## config.mk

```make
export PLATFORM = sky130hd
export DESIGN_NAME = mem_ctrl
export DESIGN_NICKNAME = d
export VERILOG_FILES = /design/src/rtl/mem_pkg.sv /design/src/rtl/mem_ctrl.sv
export SDC_FILE = /design/constraint.sdc
export NUM_CORES = 1
export LEC_CHECK = 0
export ABC_AREA = 0
export BUFFER_PORTS_ARGS = -buffer_cell sky130_fd_sc_hd__buf_2
export CAP_MARGIN = 10
export CORE_AREA = 3 3 325 167
export DETAILED_ROUTE_END_ITERATION = 10
export DIE_AREA = 0 0 328 170
export SLEW_MARGIN = 20
export SYNTH_ARGS = -nofsm -noshare
export SYNTH_HDL_FRONTEND = slang
export SYNTH_SLANG_ARGS = --single-unit
```

## constraint.sdc

```tcl
create_clock -name Sys_clk -period 4 [get_ports Sys_clk]
set_input_delay 0.4 -clock Sys_clk [delete_from_list [all_inputs] [get_ports Sys_clk]]
set_output_delay 0.4 -clock Sys_clk [all_outputs]
set_load 0.01 [all_outputs]
```

## src/rtl/mem_pkg.sv

```systemverilog
// Shared definitions for the memory controller: FSM states, LSB access
// lengths, ICache block geometry and the IO region marker.
package mem_pkg;

    localparam int ADDR_WIDTH  = 32;
    localparam int BLOCK_WIDTH = 1;
    localparam int BLOCK_BYTES = 4 << BLOCK_WIDTH;
    localparam int BLOCK_BITS  = 8 * BLOCK_BYTES;

    // Low address bits cleared to find the start of an ICache block
    localparam logic [ADDR_WIDTH-1:0] BLOCK_MASK = ADDR_WIDTH'(BLOCK_BYTES - 1);

    // addr[17:16] value that selects the IO region
    localparam logic [1:0] IO_ADDR_HI = 2'b11;

    typedef enum logic [2:0] {
        IDLE,
        IFETCH,
        LOAD,
        STORE,
        COOL
    } state_t;

    typedef enum logic [1:0] {
        LEN_B = 2'b00,
        LEN_H = 2'b01,
        LEN_W = 2'b10
    } len_t;

    // Byte count of an LSB access; the illegal encoding 11 behaves as a word
    function automatic logic [3:0] len_to_bytes(input logic [1:0] len);
        case (len)
            LEN_B:   len_to_bytes = 4'd1;
            LEN_H:   len_to_bytes = 4'd2;
            default: len_to_bytes = 4'd4;
        endcase
    endfunction

endpackage

```

## src/rtl/mem_ctrl.sv

```systemverilog
// Memory controller: turns ICache block refills and LSB loads/stores into a
// stream of single-byte RAM accesses, reassembles read data and returns it
// with a one-cycle done pulse. LSB requests win arbitration over refills, and
// stores into the IO region wait while the IO buffer is full.
module mem_ctrl
    import mem_pkg::*;
(
    input  logic                  Sys_clk,
    input  logic                  Sys_rst,
    input  logic                  Sys_rdy,

    input  logic                  ICMC_en,
    input  logic [ADDR_WIDTH-1:0] ICMC_addr,
    output logic                  MCIC_en,
    output logic [BLOCK_BITS-1:0] MCIC_block,

    input  logic                  LSBMC_en,
    input  logic                  LSBMC_wr,
    input  logic [1:0]            LSBMC_len,
    input  logic [ADDR_WIDTH-1:0] LSBMC_addr,
    input  logic [31:0]           LSBMC_data,
    output logic                  MCLSB_r_en,
    output logic                  MCLSB_w_en,
    output logic [31:0]           MCLSB_data,

    input  logic [7:0]            mem_din,
    output logic [7:0]            mem_dout,
    output logic [ADDR_WIDTH-1:0] mem_a,
    output logic                  mem_wr,
    input  logic                  io_buffer_full
);

    state_t                  state;
    logic [3:0]              cnt;
    logic [3:0]              nbytes;
    logic [ADDR_WIDTH-1:0]   base;
    logic [31:0]             st_data;
    logic [BLOCK_BITS-1:0]   asm_q;
    logic                    wr_q;
    logic                    rdy_q;
    logic [7:0]              din_hold;

    logic [7:0]              byte_in;
    logic [2:0]              lane;
    logic [1:0]              next_sel;
    logic [BLOCK_BITS-1:0]   assembled;
    logic                    io_stall;

    // The RAM keeps running while Sys_rdy is low, so after a freeze mem_din
    // already shows the byte of the frozen address. The byte that was due is
    // parked in din_hold at the first frozen edge and used on resume.
    assign byte_in  = rdy_q ? mem_din : din_hold;
    assign lane     = 3'(cnt - 4'd1);
    assign next_sel = 2'(cnt[1:0] + 2'd1);

    // A store byte aimed at the IO region is held back while the IO buffer is full
    assign io_stall = (state == STORE) && (mem_a[17:16] == IO_ADDR_HI) && io_buffer_full;
    assign mem_wr   = wr_q & ~io_stall;

    // Merge the byte arriving this cycle into its lane of the assembly register
    always_comb begin
        assembled = asm_q;
        assembled[{lane, 3'b000} +: 8] = byte_in;
    end

    // Request arbitration, byte sequencing, data assembly and done pulses
    always_ff @(posedge Sys_clk) begin
        if (Sys_rst) begin
            state      <= IDLE;
            cnt        <= '0;
            nbytes     <= '0;
            base       <= '0;
            st_data    <= '0;
            asm_q      <= '0;
            wr_q       <= 1'b0;
            rdy_q      <= 1'b1;
            din_hold   <= '0;
            mem_a      <= '0;
            mem_dout   <= '0;
            MCIC_en    <= 1'b0;
            MCIC_block <= '0;
            MCLSB_r_en <= 1'b0;
            MCLSB_w_en <= 1'b0;
            MCLSB_data <= '0;
        end else begin
            rdy_q <= Sys_rdy;
            if (rdy_q) begin
                din_hold <= mem_din;
            end

            if (Sys_rdy) begin
                MCIC_en    <= 1'b0;
                MCLSB_r_en <= 1'b0;
                MCLSB_w_en <= 1'b0;

                case (state)
                    IDLE: begin
                        cnt   <= '0;
                        asm_q <= '0;
                        if (LSBMC_en) begin
                            base    <= LSBMC_addr;
                            st_data <= LSBMC_data;
                            nbytes  <= len_to_bytes(LSBMC_len);
                            mem_a   <= LSBMC_addr;
                            if (LSBMC_wr) begin
                                mem_dout <= LSBMC_data[7:0];
                                wr_q     <= 1'b1;
                                state    <= STORE;
                            end else begin
                                state <= LOAD;
                            end
                        end else if (ICMC_en) begin
                            base   <= ICMC_addr & ~BLOCK_MASK;
                            nbytes <= 4'(BLOCK_BYTES);
                            mem_a  <= ICMC_addr & ~BLOCK_MASK;
                            state  <= IFETCH;
                        end
                    end

                    IFETCH, LOAD: begin
                        if (cnt != 4'd0) begin
                            asm_q <= assembled;
                        end
                        if ((cnt + 4'd1) < nbytes) begin
                            mem_a <= base + ADDR_WIDTH'(cnt) + ADDR_WIDTH'(1);
                        end
                        if (cnt == nbytes) begin
                            if (state == IFETCH) begin
                                MCIC_en    <= 1'b1;
                                MCIC_block <= assembled;
                            end else begin
                                MCLSB_r_en <= 1'b1;
                                MCLSB_data <= assembled[31:0];
                            end
                            state <= COOL;
                        end
                        cnt <= cnt + 4'd1;
                    end

                    STORE: begin
                        if (!io_stall) begin
                            if (cnt == (nbytes - 4'd1)) begin
                                wr_q       <= 1'b0;
                                MCLSB_w_en <= 1'b1;
                                state      <= COOL;
                            end else begin
                                cnt      <= cnt + 4'd1;
                                mem_a    <= base + ADDR_WIDTH'(cnt) + ADDR_WIDTH'(1);
                                mem_dout <= st_data[{next_sel, 3'b000} +: 8];
                            end
                        end
                    end

                    COOL: begin
                        cnt   <= '0;
                        state <= IDLE;
                    end

                    default: begin
                        wr_q  <= 1'b0;
                        state <= IDLE;
                    end
                endcase
            end
        end
    end

endmodule

```

**Yosys cells after proc, flatten, opt, wreduce, memory -nomap -nowiden**

Index checks and enable logic that the tools add are counted.

- Latch bits: 0
- Memories kept: 0
- Register bits after elaboration: 288
- Bits of input ports: 113
- Word-level logic and storage cells: 113
- Output and inout port bits: 140
- Memory bits (read-only): 0
- RAM bits: 0

- Bitwise operators: 4
- Eq/ne operators: 17
- Multiply operators: 0
- Order comparisons: 1
- Div/mod/pow operators: 0
- Reduce and logical (&&, ||, !) cells: 23
- Mux-type cells: 42
- Add/subtract/negate cells: 7
- Shifts and indexed selects: 3

Operator list:

| operator | count |
|---|---|
| $mux W32 | 5 |
| $pmux W64 S2 | 1 |
| $pmux W32 S3 | 1 |
| $bwmux W64 | 1 |
| $mux W64 | 1 |
| $shift A8 B8 Y64 const A | 1 |
| $shiftx A8 B8 Y64 | 1 |
| $mux W8 | 5 |
| $add A32 B1 Y32 const B | 1 |
| $add A32 B4 Y32 | 1 |
| $shiftx A32 B6 Y8 | 1 |
| $reduce_and A6 Y1 | 3 |
| $mux W4 | 4 |
| $pmux W8 S2 | 1 |
| $mux W3 | 5 |
| $mux W1 | 14 |
| $ne A2 B2 Y1 const B | 7 |
| $pmux W4 S3 | 1 |
| $reduce_and A4 Y1 | 3 |
| $pmux W3 S3 | 1 |
| $reduce_and A3 Y1 | 3 |
| $eq A4 B4 Y1 | 2 |
| $neg A6 Y8 | 1 |
| $eq A3 B2 Y1 const B | 2 |
| 24 further kinds | 31 |

**Logic depth before layout (Yosys ltp)**

Gate-level depths: netlist of the first run.

- Word-level depth: 6
- Depth in mapped cells: 14
- Mapped depth without buffers: 11

**Least setup slack after synthesis of the first run**

OpenSTA, ideal clock, no wires.

- Path kind: reg-to-reg
- From: reg cnt[0]
- To: reg asm_q[54]
- Data arrival time: 3.174 ns
- Setup time: 0.128 ns
- Setup slack: 0.698 ns
- Cell stages (with the launch flop): 15
- Path buffers: 3
- Path through: dfxtp_1 -> clkbuf_1 -> clkbuf_1 -> inv_1 -> ha_1 -> xor2_2 -> inv_1 -> ha_1 -> inv_1 -> o211ai_1 -> clkbuf_1 -> nor2_1 -> a21oi_1 -> a2bb2oi_1 -> nor2_1

- Longest elaborated chain between the ends: 6
- Elaborated cells between the ends (all ways): 10
- Classes of those cells: add/sub (2); eq/ne (1); shift (2); mux (3); reduce/logical (2)

RTL lines:

| item | line | source |
|---|---|---|
| from (decl) | mem_ctrl.sv:34 | `logic [3:0] cnt;` |
| from (signal assigned) | mem_ctrl.sv:137 | `cnt <= cnt + 4'd1;` |
| from (signal assigned) | mem_ctrl.sv:147 | `cnt <= cnt + 4'd1;` |
| $sub A3 B1 Y3 | mem_ctrl.sv:53 | `assign lane = 3'(cnt - 4'd1);` |
| $neg A6 Y8 | mem_ctrl.sv:63 | `assembled[{lane, 3'b000} +: 8] = byte_in;` |
| $shiftx A8 B8 Y64 / $shift A8 B8 Y64 (equally long branches) | mem_ctrl.sv:63 |  |
| $bwmux W64 | mem_ctrl.sv:63 |  |
| $mux W64 | mem_ctrl.sv:121 | `if (cnt != 4'd0) begin` |
| $pmux W64 S2 | mem_ctrl.sv:96 | `case (state)` |
| to (signal assigned) | mem_ctrl.sv:122 | `asm_q <= assembled;` |
| to (decl) | mem_ctrl.sv:38 | `logic [BLOCK_BITS-1:0] asm_q;` |

Parallel ways exist; a longest one is shown, timed or not. The select of a mux whose other input is x is not followed.
A chain may end at the register's enable or synchronous reset.

**Final worst setup path of the first run**

- From: reg cnt[1]
- To: reg asm_q[12]

Same word-level chain as after synthesis.

==> results of run 1 <==
-- worst reg2reg max path, delay by kind of cell (launching register included) --
kind | cells | cell delay (ns)
simple gates | 2 | 0.12
flops | 1 | 0.31
buf+inv | 3 | 0.67
xor+xnor | 1 | 0.36
compound gates | 3 | 0.97
fa+ha+maj | 2 | 0.63
-- cells in the final DEF (no fill, tap or decap), types with 8 or more instances in the layout --
| master | count |
|---|---|
| buf_2 | 248 |
| dfxtp_1 | 288 |
| a2bb2oi_1 | 40 |
| mux2_2 | 8 |
| buf_4 | 25 |
| xnor2_1 | 18 |
| mux2i_1 | 63 |
| a21oi_1 | 140 |
| clkbuf_1 | 8 |
| clkbuf_16 | 31 |
| mux4_2 | 8 |
| a22oi_1 | 21 |
| nand3_1 | 14 |
| a211oi_1 | 115 |
| nor2b_1 | 8 |
| nor2_1 | 292 |
| nor3_1 | 26 |
| o211ai_1 | 25 |
| inv_1 | 16 |
| xor2_1 | 10 |
| a32o_1 | 14 |
| ha_1 | 17 |
| nand4_1 | 9 |
| nand2_1 | 165 |
| nand2b_1 | 8 |
-- how the worst max path moves through the flow --
stage | slack (ns) | start | to
after detailed placement | 0.85 | cnt[1] | asm_q[12]
after global placement | 0.96 | cnt[1] | asm_q[55]
after floorplan | 0.70 | cnt[0] | asm_q[54]
final | 0.80 | cnt[1] | asm_q[12]
after CTS | 0.82 | cnt[1] | asm_q[10]
after global routing | 0.62 | cnt[1] | asm_q[15]
-- layer usage --
layer	track usage, %	vias up	part of all wire (%)
li1	-	5694	-
met1	16.8	5361	43
met2	23.8	183	51
met3	1.86	56	3.2
met4	3.98	0	2.8
met5	0	-	0
-- cells in the mapped netlist, drive strengths merged (6+ instances only) --
cell,number
a211oi,115
a21oi,141
a22oi,21
a2bb2oi,40
a32o,14
buf,46
clkbuf,72
dfxtp,288
ha,17
inv,16
mux2,8
mux2i,63
mux4,8
nand2,165
nand2b,8
nand3,14
nand4,9
nor2,294
nor2b,8
nor3,28
o211ai,26
o21ai,9
or2,6
xnor2,18
xor2,12
-- cell type report --
type / instances / area (um^2) / share of cell area (%)
clock buffer: 45 / 888 / 5.64
clock inverter: 10 / 138 / 0.873
inverter: 16 / 60.1 / 0.381
multi-input combinational: 1080 / 6530 / 41.5
sequential: 288 / 5770 / 36.6
tap: 701 / 877 / 5.57
timing repair buffer: 278 / 1500 / 9.50
-- kinds of logic after synthesis --
logic type	share of synthesized area, %
fa+ha+maj	1.82
flops	45.0
mux	7.03
xor+xnor	2.34
simple gates	18.6
compound gates	20.9
buf+inv	4.37
-- sequential cells by signal (all words and copies together) (netlist names) --
name / flops
MCIC_block: 64
MCIC_en: 1
MCLSB_data: 32
MCLSB_r_en: 1
MCLSB_w_en: 1
asm_q: 64
base: 32
cnt: 4
din_hold: 8
mem_a: 32
mem_dout: 8
nbytes: 4
rdy_q: 1
st_data: 32
state: 3
wr_q: 1
-- power breakdown --
group | switching, mW | total [mW] | internal (mW)
sequential | 0.118 | 3.15 | 3.03
combinational | 0.681 | 1.08 | 0.401
clock | 1.18 | 2.91 | 1.72
-- through the flow --
| stage | area [um^2] | total power [mW] | cells | setup WS (ns) |
|---|---|---|---|---|
| 5_1_grt | 15800 | 7.48 | 2418 | 0.623 |
| 6_report | 15800 | 7.14 | 2418 | 0.798 |
| 2_1_floorplan | 12800 | 3.90 | 1502 | 0.698 |
| 3_3_place_gp | 14700 | 4.29 | 2360 | 0.962 |
| 3_5_place_dp | 14700 | 4.31 | 2361 | 0.847 |
| 4_1_cts | 15700 | 7.24 | 2416 | 0.820 |
==> results.py, run 1 <==
metrics = {
    "status": {
        "status": "complete, no violations",
    },
    "logic_synthesis": {
        "ys_top_cells_by_area": "dfxtp_1, nor2_1, a211oi_1",
        "synthFlopType": "dfxtp_1",
        "yosysTopAreaCellShare_pct": 45.0,
        "syn_area_mm2": 0.0128,
        "yosysTopAreaCell": "dfxtp_1",
        "synth_warnings": 0,
        "ys_async_sr_fraction_pct": 0,
        "syn_inst": 1502,
        "avgSynthCellArea_um2": 8.54,
        "ys_seq_area_share_pct": 45.0,
        "synth-edff-count": 0,
        "synth_seq_cells": 288,
        "synth_nets": 1633,
        "synth_cell_types": 59,
    },
    "cts": {
        "cts_sinks": 288,
        "htreeDepth": 1,
        "cts_made_buffers": 30,
        "ctsHoldBuffers": 0,
        "insertion_delay_ns": 0.57,
        "cts_root_buf": "clkbuf_16",
        "clk_pin_slew_worst_paths_ns": 0.06,
        "cts_setup_buffers": 0,
        "post_cts_resized": 0,
        "cts_tree": "built",
        "clk_path_buf_depth": 3,
    },
    "die": {
        "core_mm2": 0.0516,
        "io_pins": 253,
        "fp.dieW_um": 328,
        "initial_core_util_pct": 24.8,
        "dieHeight_um": 170,
        "rows": 59,
        "fp.dieArea_mm2": 0.0558,
    },
    "global_routing": {
        "antenna_found_initial": 0,
        "grtUsageTotal_pct": 13.3,
        "grt_pass1_vias": 10400,
        "grt_overflow": 0,
        "grt_max_degree": 145,
        "grt_pass1_wl_mm": 60.0,
    },
    "min_path": {
        "hp-start": "LSBMC_data[23]",
        "hold_path_class": "in2reg",
        "hold_end": "st_data[23]",
        "hold_path_depth": 3,
    },
    "timing": {
        "hold_viol_final": 0,
        "finalCritPeriodShare_pct": 80.0,
        "tns_ns": 0,
        "grt_setup_unrepaired": "false",
        "fmax_mhz": 312,
        "setup_violations": 0,
        "whs_ns": 0.0680,
        "tightest_slew_ns": 0.962,
        "drv_slew": 0,
        "slew_headroom_pct": 35.9,
        "clock_skew_ns": 0.0271,
        "fin_crit_ns": 3.20,
    },
    "critical_path": {
        "start_kind": "flip-flop",
        "rr_endpoint": "asm_q[12]",
        "cpPeakStageDelay_ns": 0.47,
        "worstSetupPathType": "reg2reg",
        "r2r-start": "cnt[1]",
        "critPathTopFamily": "compound AO/OA/AOI/OAI gates",
        "cp_data_arrival_time_ns": 3.62,
        "worstSetupPathDepth": 11,
        "worstPathMaxFanout": 11,
        "path_cells": "inv_1 -> ha_1 -> xor2_2 -> inv_1 -> ha_1 -> o211ai_1 -> clkbuf_4 -> nor3_1 -> a21oi_1 -> a2bb2oi_1 -> nor2_1",
        "cp.buffers_inverters": 3,
        "critPathRequiredTime_ns": 4.41,
        "ff2ff_setup_slack_ns": 0.80,
        "worst_path_max_delay_cell": "a21oi_1",
        "end_kind": "flip-flop",
        "reg2reg_depth": 11,
    },
    "run": {
        "cap_violations": 0,
    },
    "route": {
        "drc_errors": 0,
        "drt_iter0_drc": 735,
        "wl_per_cell_um": 16.1,
        "viasPerCell": 4.67,
        "drt-total-wl_mm": 39.0,
        "firstDrtPassIters": 5,
        "vias": 11300,
        "ant_nets": 0,
    },
    "layout": {
        "diodes": 0,
        "syn2layout_area_growth_pct": 22.9,
        "fin_nets": 1825,
        "num-fill-cells": 5479,
        "utilization_pct": 30.5,
        "drive_above_1_share_pct": 21.3,
    },
    "power_and_ir_drop": {
        "peakVddDrop_uv": 223,
        "power_density_mw_per_mm2": 453,
        "leakage_nw": 6.16,
    },
    "place": {
        "dp_hpwl_mm": 27.3,
        "gp_congestion": 0.807,
        "port_buffers": 249,
    },
}
No activity file was read; power rests on OpenSTA's default activity.
==> inputs of run 2 (changes only) <==
==> constraint.sdc (replaced) <==
create_clock -name Sys_clk -period 3.15 [get_ports Sys_clk]
set_input_delay 0.315 -clock Sys_clk [delete_from_list [all_inputs] [get_ports Sys_clk]]
set_output_delay 0.315 -clock Sys_clk [all_outputs]
set_load 0.01 [all_outputs]
==> results.py, run 2 (synthesis results as in run 1) <==
metrics = {
    "power_and_ir_drop": {
        "leakage_nw": 6.32,
        "power_density_mw_per_mm2": 548,
        "peakVddDrop_uv": 349,
    },
    "timing": {
        "drv_slew": 0,
        "setup_violations": 0,
        "finalCritPeriodShare_pct": 90.7,
        "fin_crit_ns": 2.86,
        "hold_viol_final": 0,
        "slew_headroom_pct": 49.6,
        "clock_skew_ns": 0.0270,
        "fmax_mhz": 350,
        "grt_setup_unrepaired": "false",
        "tns_ns": 0,
        "whs_ns": 0.0311,
        "tightest_slew_ns": 0.756,
    },
    "place": {
        "place_inst": 2381,
        "gp_congestion": 0.803,
        "dp_hpwl_mm": 27.6,
        "place_area_mm2": 0.0149,
        "port_buffers": 249,
    },
    "global_routing": {
        "grt_pass1_wl_mm": 61.5,
        "grtUsageTotal_pct": 13.7,
        "grt_pass1_vias": 11000,
        "grt_overflow": 0,
        "grt_max_degree": 105,
        "antenna_found_initial": 3,
    },
    "run": {
        "cap_violations": 0,
    },
    "die": {
        "dieHeight_um": 170,
        "fp.dieArea_mm2": 0.0558,
        "fp.dieW_um": 328,
        "core_mm2": 0.0516,
        "io_pins": 253,
        "rows": 59,
        "initial_core_util_pct": 24.8,
    },
    "status": {
        "status": "complete, no violations",
    },
    "cts": {
        "cts_made_buffers": 29,
        "htreeDepth": 1,
        "cts_setup_buffers": 0,
        "clk_pin_slew_worst_paths_ns": 0.06,
        "clk_path_buf_depth": 3,
        "insertion_delay_ns": 0.56,
        "cts_sinks": 288,
        "cts_tree": "built",
        "cts_root_buf": "clkbuf_16",
    },
    "layout": {
        "final_cell_mix": "nor2_1, dfxtp_1, buf_2",
        "syn2layout_area_growth_pct": 25.6,
        "drive_above_1_share_pct": 21.5,
        "reg.largest.list": "MCIC_block: 64 flops, asm_q: 64 flops",
        "fin_nets": 1872,
        "num-fill-cells": 5408,
        "design_area_mm2": 0.0161,
        "stdcell_count": 2464,
        "multiInputGateArea_mm2": 0.00653,
        "ff_latch_area_mm2": 0.00577,
        "layout_commonest_cell": "nor2_1",
    },
    "min_path": {
        "hold_path_class": "in2reg",
    },
    "critical_path": {
        "critPathRequiredTime_ns": 3.54,
        "worstPathMaxFanout": 9,
        "cp_data_arrival_time_ns": 3.24,
        "start_kind": "flip-flop",
        "worstSetupPathType": "reg2reg",
        "end_kind": "flip-flop",
    },
    "route": {
        "vias": 11500,
        "drt_iter0_drc": 715,
        "ant_nets": 0,
        "firstDrtPassIters": 5,
        "drt-total-wl_mm": 39.8,
        "viasPerCell": 4.66,
        "drc_errors": 0,
        "wl_per_cell_um": 16.1,
    },
}
==> run 2: path summary, 6_finish.rpt <==
kind                       from             end  slack (ns)  cells after the start
hold / removal    LSBMC_data[2]      st_data[2]        0.03                      3
hold reg to reg       mem_a[13]       mem_a[13]        0.45                      2
setup reg to reg         cnt[1]  MCIC_block[12]        0.29                     12
setup / recovery         cnt[1]  MCIC_block[12]        0.29                     12
==> run 2: metrics by stage <==
stage               setup slack [ns]  total power [mW]  utilization (%)
finish                         0.292              8.82             31.2
global placement               0.266              5.47             28.8
CTS                            0.225              8.94             31.2
global route                  0.0477              9.28             31.2
detailed placement             0.242              5.49             28.8
floorplan                    0.00328              4.95                -
==> run 2: layout make-up <==
class | instances | area share, %
Sequential cell | 288 | 35.8
Clock inverter | 5 | 0.389
Multi-Input combinational cell | 1080 | 40.6
Timing Repair Buffer | 326 | 12.0
Tap cell | 701 | 5.45
Inverter | 16 | 0.373
Antenna cell | 3 | 0.0466
Clock buffer | 45 | 5.32
==> run 2: per-layer routing <==
layer | up-vias | track usage, % | part of all wire, %
met4 | 0 | 5.64 | 3.8
met3 | 77 | 1.89 | 3.2
met2 | 192 | 24.4 | 50
met5 | - | 0 | 0
li1 | 5779 | - | -
met1 | 5446 | 16.6 | 43
==> run 2: critical path, stage by stage, from the launching register on <==
cell,delay [ns]
dfxtp_1,0.31
inv_1,0.15
ha_1,0.23
xor2_2,0.16
inv_1,0.12
ha_1,0.38
o211ai_1,0.32
buf_2,0.32
buf_4,0.14
nor3_1,0.03
a21oi_1,0.29
buf_4,0.18
a211oi_1,0.06
==> run 2: power breakdown <==
part | internal (mW) | switching [mW] | total [mW]
Clock | 1.94 | 1.46 | 3.40
Combinational | 0.549 | 0.876 | 1.43
Sequential | 3.85 | 0.148 | 4.00
Total | 6.34 | 2.48 | 8.82
==> run 2: timing repair <==
item                                   CTS  global route
endpoints found under the hold margin   28             0
hold buffers                            28             0
gates resized for setup                  0             0
==> inputs of run 3 (changes only) <==
--- a/config.mk
+++ b/config.mk
@@ -8,9 +8,9 @@
 export ABC_AREA = 0
 export BUFFER_PORTS_ARGS = -buffer_cell sky130_fd_sc_hd__buf_2
 export CAP_MARGIN = 10
-export CORE_AREA = 3 3 325 167
+export CORE_AREA = 3 3 275 142
 export DETAILED_ROUTE_END_ITERATION = 10
-export DIE_AREA = 0 0 328 170
+export DIE_AREA = 0 0 278 145
 export SLEW_MARGIN = 20
 export SYNTH_ARGS = -nofsm -noshare
 export SYNTH_HDL_FRONTEND = slang
==> results.py, run 3 (synthesis results as in run 1) <==
metrics = {
    "status": {
        "status": "complete, no violations",
    },
    "cts": {
        "htreeDepth": 1,
        "clk_pin_slew_worst_paths_ns": 0.07,
        "cts_made_buffers": 28,
        "insertion_delay_ns": 0.55,
        "cts_root_buf": "clkbuf_16",
        "cts_setup_buffers": 0,
        "cts_sinks": 288,
        "cts_tree": "built",
        "clk_path_buf_depth": 3,
    },
    "global_routing": {
        "grt_pass1_wl_mm": 62.8,
        "grt_pass1_vias": 10900,
        "grt_overflow": 0,
        "grt_max_degree": 118,
        "grtUsageTotal_pct": 19.2,
        "antenna_found_initial": 0,
    },
    "timing": {
        "drv_slew": 0,
        "tns_ns": 0,
        "clock_skew_ns": 0.0160,
        "finalWorstSetupSlack_ns": 0.313,
        "fin_crit_ns": 2.84,
        "tightest_slew_ns": 0.981,
        "setup_violations": 0,
        "grt_setup_unrepaired": "false",
        "hold_viol_final": 0,
        "fmax_mhz": 352,
        "slew_headroom_pct": 34.6,
        "whs_ns": 0.0355,
        "finalCritPeriodShare_pct": 90.1,
    },
    "critical_path": {
        "worstPathMaxFanout": 17,
        "critPathRequiredTime_ns": 3.56,
        "path_cells": "inv_1 -> ha_1 -> ha_1 -> nor2b_1 -> o211ai_1 -> a21oi_1 -> or3_1 -> a311oi_1 -> nor3_1",
        "worstSetupPathType": "reg2reg",
        "r2r-start": "cnt[0]",
        "startpoint": "cnt[0]",
        "worst_path_max_delay_cell": "or3_1",
        "ff2ff_setup_slack_ns": 0.31,
        "cp_data_arrival_time_ns": 3.25,
        "cpPeakStageDelay_ns": 0.68,
        "start_kind": "flip-flop",
        "crit_path_frequent_cell": "ha_1",
        "end_kind": "flip-flop",
    },
    "layout": {
        "diodes": 0,
        "fin_nets": 1865,
        "reg.largest.list": "MCIC_block: 64 flops, asm_q: 64 flops",
        "syn2layout_area_growth_pct": 23.8,
        "stdcell_count": 2248,
        "ff_latch_area_mm2": 0.00577,
        "layout_commonest_cell": "nor2_1",
        "multiInputGateArea_mm2": 0.00654,
        "utilization_pct": 43.0,
        "final_cell_mix": "nor2_1, dfxtp_1, buf_2",
        "num-fill-cells": 3719,
        "drive_above_1_share_pct": 21.7,
    },
    "die": {
        "core_mm2": 0.0369,
        "initial_core_util_pct": 34.7,
        "dieHeight_um": 145,
        "fp.dieArea_mm2": 0.0403,
        "rows": 50,
        "fp.dieW_um": 278,
        "io_pins": 253,
    },
    "place": {
        "dp_hpwl_mm": 28.5,
        "port_buffers": 249,
        "gp_congestion": 0.831,
        "dp_slack_ns": 0.280,
        "place_inst": 2169,
    },
    "min_path": {
        "hold_path_class": "in2reg",
        "hp-start": "LSBMC_len[1]",
    },
    "route": {
        "firstDrtPassIters": 5,
        "viasPerCell": 5.22,
        "drt-total-wl_mm": 39.8,
        "ant_nets": 0,
        "wl_per_cell_um": 17.7,
        "drt_iter0_drc": 843,
        "vias": 11700,
        "drc_errors": 0,
    },
    "power_and_ir_drop": {
        "power_density_mw_per_mm2": 572,
        "peakVddDrop_uv": 432,
        "leakage_nw": 6.35,
    },
    "run": {
        "cap_violations": 0,
    },
}
run 3: cell count changes in the layout (fill, tap and decap cells not counted), moves of 3 or more:
| cell | delta |
|---|---|
| clkinv_2 | +8 |
| bufinv_16 | +4 |
| buf_4 | -7 |
| clkbuf_1 | -8 |
| diode_2 | -3 |
| clkbuf_8 | -5 |
run 3: repair_timing:
| action | CTS | global route |
|---|---|---|
| gates resized for setup | 0 | 1 |
| endpoints found under the setup margin | 0 | 6 |
| endpoints found under the hold margin | 28 | 0 |
| hold buffers | 28 | 0 |
run 3: through the flow:
stage	total power [mW]	cell area (um^2)
6_report	9.08	15900
4_1_cts	9.18	15900
3_5_place_dp	5.50	14600
5_1_grt	9.53	15900
2_1_floorplan	4.95	12800
3_3_place_gp	5.46	14600
run 3: power breakdown:
group          total (mW)  switching [mW]  internal [mW]
combinational        1.45           0.900          0.553
clock                3.62            1.49           2.13
sequential           4.00           0.153           3.85
run 3: path summary, 6_finish.rpt:
| check | end | cells after the start |
|---|---|---|
| worst min register to register | st_data[18] | 2 |
| worst max register to register | mem_a[2] | 9 |
| worst min-delay path | nbytes[2] | 3 |
| worst max-delay path | mem_a[2] | 9 |
run 3: metal layers:
layer	GRT usage (%)	share of wire, %	up-vias
li1	-	-	5774
met1	29.7	51	5591
met2	27.2	40	331
met3	4.61	7.5	42
met4	3.06	1.4	0
met5	0	0	-
run 3: area by class of cell:
| cell class | instances | share of cell area (%) |
|---|---|---|
| clock inverter | 18 | 1.43 |
| multi-input combinational | 1080 | 41.2 |
| clock buffer | 32 | 4.77 |
| sequential | 288 | 36.3 |
| inverter | 16 | 0.378 |
| tap | 494 | 3.89 |
| timing repair buffer | 320 | 12.0 |
run 3: worst max-delay path: cells and delay by family, from the launching register on:
kind                     cells  cell delay, ns
AO/OA/AOI/OAI                3            0.68
adder cells (fa/ha/maj)      2            0.69
buffers and inverters        1            0.10
flip-flops                   1            0.33
AND/OR/NAND/NOR              3            0.89
